==> config.mk <==
export PLATFORM = sky130hd
export DESIGN_NAME = edf_ar_scheduler_flat
export DESIGN_NICKNAME = d
export VERILOG_FILES = /design/src/rtl/edf_ar_scheduler_if.sv /design/src/rtl/edf_ar_scheduler.sv /design/src/flat_wrapper.sv
export SDC_FILE = /design/constraint.sdc
export NUM_CORES = 1
export LEC_CHECK = 0
export ABC_AREA = 1
export CAP_MARGIN = 20
export CORE_MARGIN = 2
export CORE_UTILIZATION = 50
export CTS_CLUSTER_DIAMETER = 100
export DETAILED_ROUTE_END_ITERATION = 8
export GPL_ROUTABILITY_DRIVEN = 0
export GPL_TIMING_DRIVEN = 0
export PLACE_DENSITY = 0.77
export SLEW_MARGIN = 15
export SYNTH_ARGS = -nofsm -noshare
export SYNTH_HDL_FRONTEND = slang
export SYNTH_SLANG_ARGS = --single-unit
==> constraint.sdc <==
create_clock -name ACLK -period 7.22 [get_ports ACLK]
set_input_delay 1.805 -clock ACLK [delete_from_list [all_inputs] [get_ports ACLK]]
set_output_delay 1.805 -clock ACLK [all_outputs]
set_load 0.01 [all_outputs]
==> src/rtl/edf_ar_scheduler_if.sv <==
// rtl/edf_ar_scheduler_if.sv - AR request/issue bundle for the EDF AR scheduler
interface edf_ar_scheduler_if #(
    parameter int NUM_PORTS      = 4,
    parameter int ADDR_WIDTH     = 32,
    parameter int ID_WIDTH       = 6,
    parameter int TS_WIDTH       = 16,
    parameter int MISS_CNT_WIDTH = 16
);
    localparam int PW = $clog2(NUM_PORTS);

    logic [NUM_PORTS-1:0]            s_arvalid;
    logic [NUM_PORTS-1:0]            s_arready;
    logic [NUM_PORTS*ADDR_WIDTH-1:0] s_araddr;
    logic [NUM_PORTS*ID_WIDTH-1:0]   s_arid;
    logic [NUM_PORTS*8-1:0]          s_arlen;
    logic [NUM_PORTS*TS_WIDTH-1:0]   rel_deadline;
    logic                            m_arvalid;
    logic                            m_arready;
    logic [ADDR_WIDTH-1:0]           m_araddr;
    logic [ID_WIDTH-1:0]             m_arid;
    logic [7:0]                      m_arlen;
    logic [PW-1:0]                   m_arport;
    logic [TS_WIDTH-1:0]             m_ardeadline;
    logic [MISS_CNT_WIDTH-1:0]       miss_cnt;

    // scheduler side
    modport slave (
        input  s_arvalid, s_araddr, s_arid, s_arlen, rel_deadline, m_arready,
        output s_arready, m_arvalid, m_araddr, m_arid, m_arlen, m_arport, m_ardeadline, miss_cnt
    );

    // environment side: upstream requesters and downstream consumer
    modport master (
        output s_arvalid, s_araddr, s_arid, s_arlen, rel_deadline, m_arready,
        input  s_arready, m_arvalid, m_araddr, m_arid, m_arlen, m_arport, m_ardeadline, miss_cnt
    );
endinterface

==> src/rtl/edf_ar_scheduler.sv <==
// rtl/edf_ar_scheduler.sv - earliest-deadline-first AR issue stage, optional EDF_MISS_CNT_EN miss counter
module edf_ar_scheduler #(
    parameter int NUM_PORTS      = 4,
    parameter int ADDR_WIDTH     = 32,
    parameter int ID_WIDTH       = 6,
    parameter int TS_WIDTH       = 16,
    parameter int MISS_CNT_WIDTH = 16
) (
    input  logic              ACLK,
    input  logic              ARESETN,
    edf_ar_scheduler_if.slave bus
);
    localparam int PW = $clog2(NUM_PORTS);

    logic [TS_WIDTH-1:0]   ts;
    logic [NUM_PORTS-1:0]  slot_valid;
    logic [NUM_PORTS-1:0]  slot_valid_nxt;
    logic [NUM_PORTS-1:0]  ready_q;
    logic [NUM_PORTS-1:0]  accept;
    logic [ADDR_WIDTH-1:0] slot_addr [NUM_PORTS];
    logic [ID_WIDTH-1:0]   slot_id   [NUM_PORTS];
    logic [7:0]            slot_len  [NUM_PORTS];
    logic [TS_WIDTH-1:0]   slot_dl   [NUM_PORTS];

    logic                  out_valid;
    logic [ADDR_WIDTH-1:0] out_addr;
    logic [ID_WIDTH-1:0]   out_id;
    logic [7:0]            out_len;
    logic [PW-1:0]         out_port;
    logic [TS_WIDTH-1:0]   out_dl;

    logic                  sel_found;
    logic [PW-1:0]         sel_idx;
    logic                  out_load;

    // wrap-safe "a before b": the modular difference is negative
    function automatic logic earlier(input logic [TS_WIDTH-1:0] a, input logic [TS_WIDTH-1:0] b);
        logic [TS_WIDTH-1:0] diff;
        diff = a - b;
        return diff[TS_WIDTH-1];
    endfunction

    assign accept   = bus.s_arvalid & ready_q;
    assign out_load = ~out_valid | bus.m_arready;

    // pick the earliest-deadline valid slot; strict compare keeps the lowest index on ties
    always_comb begin
        sel_found = 1'b0;
        sel_idx   = '0;
        for (int i = 0; i < NUM_PORTS; i++) begin
            if (slot_valid[i] && (!sel_found || earlier(slot_dl[i], slot_dl[sel_idx]))) begin
                sel_found = 1'b1;
                sel_idx   = PW'(i);
            end
        end
    end

    // slot occupancy after this edge: drain the winner, then fill accepted ports
    always_comb begin
        slot_valid_nxt = slot_valid;
        if (out_load && sel_found) slot_valid_nxt[sel_idx] = 1'b0;
        slot_valid_nxt = slot_valid_nxt | accept;
    end

    // timestamp, slot storage, and the registered output stage
    always_ff @(posedge ACLK or negedge ARESETN) begin
        if (!ARESETN) begin
            ts         <= '0;
            slot_valid <= '0;
            ready_q    <= '0;
            out_valid  <= 1'b0;
            out_addr   <= '0;
            out_id     <= '0;
            out_len    <= '0;
            out_port   <= '0;
            out_dl     <= '0;
            for (int i = 0; i < NUM_PORTS; i++) begin
                slot_addr[i] <= '0;
                slot_id[i]   <= '0;
                slot_len[i]  <= '0;
                slot_dl[i]   <= '0;
            end
        end else begin
            ts         <= ts + 1'b1;
            slot_valid <= slot_valid_nxt;
            ready_q    <= ~slot_valid_nxt;
            for (int i = 0; i < NUM_PORTS; i++) begin
                if (accept[i]) begin
                    slot_addr[i] <= bus.s_araddr[i*ADDR_WIDTH +: ADDR_WIDTH];
                    slot_id[i]   <= bus.s_arid[i*ID_WIDTH +: ID_WIDTH];
                    slot_len[i]  <= bus.s_arlen[i*8 +: 8];
                    slot_dl[i]   <= ts + bus.rel_deadline[i*TS_WIDTH +: TS_WIDTH];
                end
            end
            if (out_load) begin
                if (sel_found) begin
                    out_valid <= 1'b1;
                    out_addr  <= slot_addr[sel_idx];
                    out_id    <= slot_id[sel_idx];
                    out_len   <= slot_len[sel_idx];
                    out_port  <= sel_idx;
                    out_dl    <= slot_dl[sel_idx];
                end else begin
                    out_valid <= 1'b0;
                end
            end
        end
    end

    assign bus.s_arready    = ready_q;
    assign bus.m_arvalid    = out_valid;
    assign bus.m_araddr     = out_addr;
    assign bus.m_arid       = out_id;
    assign bus.m_arlen      = out_len;
    assign bus.m_arport     = out_port;
    assign bus.m_ardeadline = out_dl;

`ifdef EDF_MISS_CNT_EN
    logic [MISS_CNT_WIDTH-1:0] miss_q;
    logic [TS_WIDTH-1:0]       late_by;
    logic                      late;

    assign late_by = ts - out_dl;
    assign late    = ~late_by[TS_WIDTH-1] && (late_by != '0);

    // count handshakes that complete strictly after their deadline, saturating
    always_ff @(posedge ACLK or negedge ARESETN) begin
        if (!ARESETN) begin
            miss_q <= '0;
        end else if (out_valid && bus.m_arready && late && (miss_q != '1)) begin
            miss_q <= miss_q + 1'b1;
        end
    end

    assign bus.miss_cnt = miss_q;
`else
    assign bus.miss_cnt = '0;
`endif
endmodule

==> src/flat_wrapper.sv <==
// flat-port wrapper written by rule: the top's interface ports become plain ports
module edf_ar_scheduler_flat 
#(
    parameter int NUM_PORTS      = 4,
    parameter int ADDR_WIDTH     = 32,
    parameter int ID_WIDTH       = 6,
    parameter int TS_WIDTH       = 16,
    parameter int MISS_CNT_WIDTH = 16
)
  (ACLK, ARESETN, bus_s_arvalid, bus_s_araddr, bus_s_arid, bus_s_arlen, bus_rel_deadline, bus_m_arready, bus_s_arready, bus_m_arvalid, bus_m_araddr, bus_m_arid, bus_m_arlen, bus_m_arport, bus_m_ardeadline, bus_miss_cnt);
  edf_ar_scheduler_if #(.NUM_PORTS(NUM_PORTS), .ADDR_WIDTH(ADDR_WIDTH), .ID_WIDTH(ID_WIDTH), .TS_WIDTH(TS_WIDTH), .MISS_CNT_WIDTH(MISS_CNT_WIDTH)) bus_i ();
  input  logic ACLK;
  input  logic ARESETN;
  input wire logic [$bits(bus_i.s_arvalid)-1:0] bus_s_arvalid;
  input wire logic [$bits(bus_i.s_araddr)-1:0] bus_s_araddr;
  input wire logic [$bits(bus_i.s_arid)-1:0] bus_s_arid;
  input wire logic [$bits(bus_i.s_arlen)-1:0] bus_s_arlen;
  input wire logic [$bits(bus_i.rel_deadline)-1:0] bus_rel_deadline;
  input wire logic [$bits(bus_i.m_arready)-1:0] bus_m_arready;
  output wire logic [$bits(bus_i.s_arready)-1:0] bus_s_arready;
  output wire logic [$bits(bus_i.m_arvalid)-1:0] bus_m_arvalid;
  output wire logic [$bits(bus_i.m_araddr)-1:0] bus_m_araddr;
  output wire logic [$bits(bus_i.m_arid)-1:0] bus_m_arid;
  output wire logic [$bits(bus_i.m_arlen)-1:0] bus_m_arlen;
  output wire logic [$bits(bus_i.m_arport)-1:0] bus_m_arport;
  output wire logic [$bits(bus_i.m_ardeadline)-1:0] bus_m_ardeadline;
  output wire logic [$bits(bus_i.miss_cnt)-1:0] bus_miss_cnt;
  assign bus_i.s_arvalid = bus_s_arvalid;
  assign bus_i.s_araddr = bus_s_araddr;
  assign bus_i.s_arid = bus_s_arid;
  assign bus_i.s_arlen = bus_s_arlen;
  assign bus_i.rel_deadline = bus_rel_deadline;
  assign bus_i.m_arready = bus_m_arready;
  assign bus_s_arready = bus_i.s_arready;
  assign bus_m_arvalid = bus_i.m_arvalid;
  assign bus_m_araddr = bus_i.m_araddr;
  assign bus_m_arid = bus_i.m_arid;
  assign bus_m_arlen = bus_i.m_arlen;
  assign bus_m_arport = bus_i.m_arport;
  assign bus_m_ardeadline = bus_i.m_ardeadline;
  assign bus_miss_cnt = bus_i.miss_cnt;
  edf_ar_scheduler #(.NUM_PORTS(NUM_PORTS), .ADDR_WIDTH(ADDR_WIDTH), .ID_WIDTH(ID_WIDTH), .TS_WIDTH(TS_WIDTH), .MISS_CNT_WIDTH(MISS_CNT_WIDTH)) u_core (.ACLK(ACLK), .ARESETN(ARESETN), .bus(bus_i));
endmodule
[Yosys cells after proc, flatten, opt, wreduce, memory -nomap -nowiden]
Cells that the tools add are included.
Storage, ports and cells
  flip-flop bits (word level): 337
  logic and storage cells: 89
  output and inout bits: 85
  input bits: 255
Operators by class
  muxes and demuxes: 29
  bitwise logic cells: 10
  reduce and logical (&&, ||, !) cells: 12
  add/subtract/negate cells: 8
  magnitude comparators: 5
Operator list (number)
  $bmux 16 s2: 3
  $mux 16: 6
  $add 16x16->16: 4
  $bmux 32 s2: 1
  $mux 32: 2
  $sub 16x16->16: 3
  $add 16x1->16 const B: 1
  $bmux 8 s2: 1
  $mux 8: 2
  $bmux 6 s2: 1
  $mux 6: 2
  $ge 3x3->1 const B: 3
  $not 2->3: 3
  $and 4x4->4: 2
  $not 4->4: 2
  $mux 1: 7
  $logic_and 1x1->1: 5
  $mux 2: 2
  $mux 4: 1
  $or 4x4->4: 1
  $logic_not 1->1: 3
  $logic_or 1x1->1: 3
  $lt 2x3->1 const B: 1
  $demux 1 s2: 1
  other kinds (4): 4

[Logic depth before layout (Yosys ltp)]
  depth in word-level cells: 30
  depth in mapped cells: 53
  mapped depth without buffers: 50

[Least setup slack after synthesis]
Ideal clock, no wire load.
  kind: register to register
  start point: reg u_core.slot_dl[46] (netlist name)
  end point: reg u_core.out_addr[25] (netlist: u_core.bus.m_araddr[25])
  cell stages (with the launch flop): 44
  buffers on the path: 6
  required time: 7103 ps
  setup slack: 1300 ps
  data arrival time: 5803 ps
  library setup time: 117 ps
  clock period less this slack: 5920 ps
  cells stage by stage: dfrtp_1 > ha_1 > nand2_1 > nor2_1 > nand2_1 > nor2_1 > nor2_1 > nand3_1 > nand3_2 > nand2_2 > clkbuf_1 > clkbuf_1 > nand2_1 > o21ai_0 > inv_1 > ha_1 > nand2_1 > inv_1 > [... 8 more ...] > clkbuf_1 > o21ai_0 > inv_1 > ha_1 > nand2_1 > inv_1 > nand3_1 > a31oi_1 > a2111oi_0 > nand3_1 > nand3_2 > buf_2 > buf_2 > nand3_1 > nand3_1 > nand2_1 > nand2_1 > nand2_1
Between the ends
  cells in the longest elaborated chain, start to end: 24
  elaborated cells between the ends (all ways): 30
Ends and longest elaborated chain
  from (decl): RTL line edf_ar_scheduler.sv:23  | logic [TS_WIDTH-1:0] slot_dl [NUM_PORTS];
  from (signal, indexed assignment): RTL line edf_ar_scheduler.sv:92  | slot_dl[i] <= ts + bus.rel_deadline[i*TS_WIDTH +: TS_WIDTH];
  $sub 16x16->16: RTL line edf_ar_scheduler.sv:39  | diff = a - b;
  $logic_or 1x1->1: RTL line edf_ar_scheduler.sv:51  | if (slot_valid[i] && (!sel_found || earlier(slot_dl[i], slot_dl[sel_idx]))) begin
  $logic_and 1x1->1: RTL line edf_ar_scheduler.sv:51
  $mux 1: RTL line edf_ar_scheduler.sv:51
  $not 2->3 (not written as such): RTL line edf_ar_scheduler.sv:51
  $bmux 16 s2: RTL line edf_ar_scheduler.sv:51
  $mux 16 (not written as such) (2 in a row): RTL line edf_ar_scheduler.sv:51
  $sub 16x16->16: RTL line edf_ar_scheduler.sv:39
  [... 5 more ...]
  $mux 16 (not written as such) (2 in a row): RTL line edf_ar_scheduler.sv:51
  $sub 16x16->16: RTL line edf_ar_scheduler.sv:39
  $logic_or 1x1->1: RTL line edf_ar_scheduler.sv:51
  $logic_and 1x1->1: RTL line edf_ar_scheduler.sv:51
  $mux 2: RTL line edf_ar_scheduler.sv:51
  $not 2->3 (not written as such): RTL line edf_ar_scheduler.sv:98  | out_addr <= slot_addr[sel_idx];
  $bmux 32 s2: RTL line edf_ar_scheduler.sv:98
  $mux 32 (not written as such) (2 in a row): RTL line edf_ar_scheduler.sv:98
  to (signal assigned): RTL line edf_ar_scheduler.sv:98
  to (decl): RTL line edf_ar_scheduler.sv:26  | logic [ADDR_WIDTH-1:0] out_addr;
Parallel ways exist; a longest one is shown, timed or not. The select of a mux whose other input is x is not followed.
A chain may end at the register's enable or synchronous reset.

[Worst setup path in the final report]
  start point: reg u_core.slot_dl[46] (netlist name)
  end point: reg u_core.slot_valid[1]
Between the ends
  cells in the longest elaborated chain, start to end: 28
  elaborated cells between the ends (all ways): 35
Ends and longest elaborated chain
  $sub 16x16->16: RTL line edf_ar_scheduler.sv:39
  $logic_or 1x1->1: RTL line edf_ar_scheduler.sv:51
  $logic_and 1x1->1: RTL line edf_ar_scheduler.sv:51
  $mux 1: RTL line edf_ar_scheduler.sv:51
  $not 2->3 (not written as such): RTL line edf_ar_scheduler.sv:51
  $bmux 16 s2: RTL line edf_ar_scheduler.sv:51
  $mux 16 (not written as such) (2 in a row): RTL line edf_ar_scheduler.sv:51
  $sub 16x16->16: RTL line edf_ar_scheduler.sv:39
  [... 12 more ...]
  $logic_and 1x1->1 (not written as such): RTL line edf_ar_scheduler.sv:61  | if (out_load && sel_found) slot_valid_nxt[sel_idx] = 1'b0;
  $mux 1 (not written as such): RTL line edf_ar_scheduler.sv:61
  $demux 1 s2
  $not 4->4 (no line)
  $and 4x4->4 (no line)
  $mux 4 (*): RTL line edf_ar_scheduler.sv:61
  $or 4x4->4 (*): RTL line edf_ar_scheduler.sv:62  | slot_valid_nxt = slot_valid_nxt | accept;
  via u_core.slot_valid_nxt[1]: RTL line edf_ar_scheduler.sv:17  | logic [NUM_PORTS-1:0] slot_valid_nxt;
  to (signal assigned): RTL line edf_ar_scheduler.sv:85  | slot_valid <= slot_valid_nxt;
  to (decl): RTL line edf_ar_scheduler.sv:16  | logic [NUM_PORTS-1:0] slot_valid;
Mark *: on every way through the listed nets, which the timed path passes. The rest lies on a longest branch. The select of a mux whose other input is x is not followed.

==> out/qor.txt <==
number of synthesized flops with an enable pin - 0
first-pass detailed-route iteration total - 6
largest area contributor in the netlist - dfrtp_1
initial antenna violation count - 6
I/O pin total - 340
busiest layer in global routing - met2
M3 GR Usage - 4.81%
row cnt - 70
Root Buffer Master - clkbuf_16
Final Hold Vio Count - 0
Warnings, synthesis - 0
slowest CP cell - dfrtp_1
fin nets - 3193
Setup crit start kind - flop
Worst Tran Pin Value - 1190 ps
leading register cell type out of synthesis - dfrtp_1
dpl cell area - 22600 µm²
area growth from synthesis to layout - 28.2%
register area share after synthesis - 45.2%
crit-path most repeated cell - nand2_1
Adder-Cell Fraction of Synth Area - 7.34%
cell with the most instances after synthesis - nand2_1
CP max FO - 19
status - finished clean
mapped cell area - 18700 µm²
grt total ovfl - 0
met1 Usage GRT - 41.2%
Post-Syn Area per Cell - 7.61 µm²
GRT Util Overall - 30.2%
share of cells above drive strength 1 - 4.27%
max-cap violations - 0
core region area - 36700 µm²
Post-Layout Inst Area - 23900 µm²
pin count of the biggest net entering global routing - 105
mux contribution to synthesized area - 0%
WS Path Type - reg -> reg
share of synthesized registers carrying an async set or reset - 100%
initial DRC count - 1569
Synth area leaders - dfrtp_1 45%, nand2_1 16%, ha_1 6.9%
Die Span X - 197 µm
post-detail-place hpwl - 45800 µm
crit share post-route - 93.2%
Vias - 17700
final wirelength - 59000 µm
RSZ-0062 raised after global routing - no
synth cell count leaders - 784 x nand2_1, 337 x dfrtp_1, 282 x inv_1
complex-gate fraction of the synthesized area - 9.55%
remaining antenna violation count - 0
Post-Synthesis Cells - 2450
Die Footprint - 38900 µm²
Setup Fix Bufs, Post-CTS - 0
Slew HR - 20.9%
TritonCTS clock tree - yes
Synth cell types - 35
clk slew on worst S/H paths - 60 ps
FF+latch count, synth - 337
Crit path arrival time - 7140 ps
CTS Sinks - 337
Final Max Slew Viols - 0
largest family of logic cells by synthesized area - simple AND/OR/NAND/NOR gates
Worst setup EP type - flop
Setup-failing EPs final - 0
Num CTS Buffers - 37
post-synthesis xor/xnor area fraction - 3.10%
minimum clock period - 6730 ps
Worst Path Required - 7630 ps
Vias/cell - 5.33
fin util - 65.1%
Hold Buf Count CTS - 0
Clock Latency Late Sink - 530 ps
Chip Height - 197 µm
Initial Util - 50.8%
grt met2 use - 48.2%
FMAX - 149 MHz
Synth Area in Simple Gates - 25.7%
clk buf depth - 3
routed length per instance - 17.7 µm
first-pass GRT wire length - 91700 µm
Crit path largest cell delay - 410 ps
DRC Markers - 0
hold crit path type - reg -> reg
Setup Skew - 24.7 ps
vias in the first global route - 17400
port buffer count - 323
post-synth top area share - 45.2%
H-Tree Depth - 2
-- stage by stage --
stage	std cells	setup slack, ps	setup TNS [ps]	hold WS, ps
3_3_place_gp	3256	-9870	-3402070	463
4_1_cts	3323	14.0	0	481
3_5_place_dp	3261	-522	-25740	464
5_1_grt	3327	40.5	0	502
2_1_floorplan	2465	1300	0	450
6_report	3327	490	0	478
-- cells by family (layout without fill, tap and decap cells) --
family                   Yosys count  count (layout)
AO/OA/AOI/OAI                    343             343
buffers and inverters            419             808
flip-flops                       337             337
other                              1              21
AND/OR/NAND/NOR                 1177            1177
XOR/XNOR                          66              66
adder cells (fa/ha/maj)          107             107
-- layer usage --
metal	wire length, µm	part of all wire (%)
met1	24600	42
met2	27000	46
met5	0	0
met3	4760	8.1
met4	2630	4.5
-- critical path, delay by kind of cell (launching register included) --
kind            cells  cell delay, ps
buf+inv            11            1700
compound gates      7            1200
simple gates       21            2340
fa+ha+maj           3             940
flops               1             410
-- repair_timing --
item	CTS	global route
gates resized for setup	8	33
endpoints found under the setup margin	72	72
pin swaps	0	0
-- placed cells by master, fill, tap and decap left out, drive strengths merged --
cell	count
ha	103
clkdlybuf4s50	322
clkinv	4
a211oi	2
o21ai	236
buf	60
dfrtp	337
a2111oi	2
nand2	790
o21bai	8
nand4	6
nor3b	1
nand3b	14
nand3	205
xor2	37
nor2	155
fa	4
inv	286
diode	5
bufinv	4
nor3	6
o22ai	4
xnor2	29
o31ai	5
a21o	1
clkbuf	132
a21oi	79
a31oi	6
conb	16
-- path summary, 6_finish.rpt --
kind / start / to / slack, ps / cells after the start
max: u_core.slot_dl[46]$_DFFE_PN0P_ / u_core.slot_valid[1]$_DFF_PN0_ / 490 / 42
min: u_core.bus.m_araddr[6]$_DFFE_PN0P_ / u_core.bus.m_araddr[6]$_DFFE_PN0P_ / 480 / 2
max reg2reg: u_core.slot_dl[46]$_DFFE_PN0P_ / u_core.slot_valid[1]$_DFF_PN0_ / 490 / 42
min reg2reg: u_core.bus.m_araddr[6]$_DFFE_PN0P_ / u_core.bus.m_araddr[6]$_DFFE_PN0P_ / 480 / 2
max in group asynchronous: ARESETN / u_core.slot_dl[45]$_DFFE_PN0P_ / 4710 / 3
min in group asynchronous: ARESETN / u_core.bus.m_araddr[21]$_DFFE_PN0P_ / 1170 / 1
-- final cells by class --
cell class	count	area, µm²
antenna	5	12.5
buffer	132	637
clock buffer	54	1080
clock inverter	8	148
fill	3091	12800
inverter	286	1070
multi-input combinational	1709	8600
sequential	337	8430
tap	468	586
timing repair buffer	328	3330
-- registers in the layout, indices dropped and copies added, names as in the netlist, 6 cells and up --
| name | cells |
|---|---|
| u_core.slot_dl | 64 |
| u_core.bus.m_arid | 6 |
| u_core.slot_len | 32 |
| u_core.ts | 16 |
| u_core.bus.m_ardeadline | 16 |
| u_core.slot_addr | 128 |
| u_core.bus.m_arlen | 8 |
| u_core.bus.m_araddr | 32 |
| u_core.slot_id | 24 |
Power is left out: the tool's default activity adds up to more than one toggle a clock period on the data nets, which glitch-free logic cannot reach.
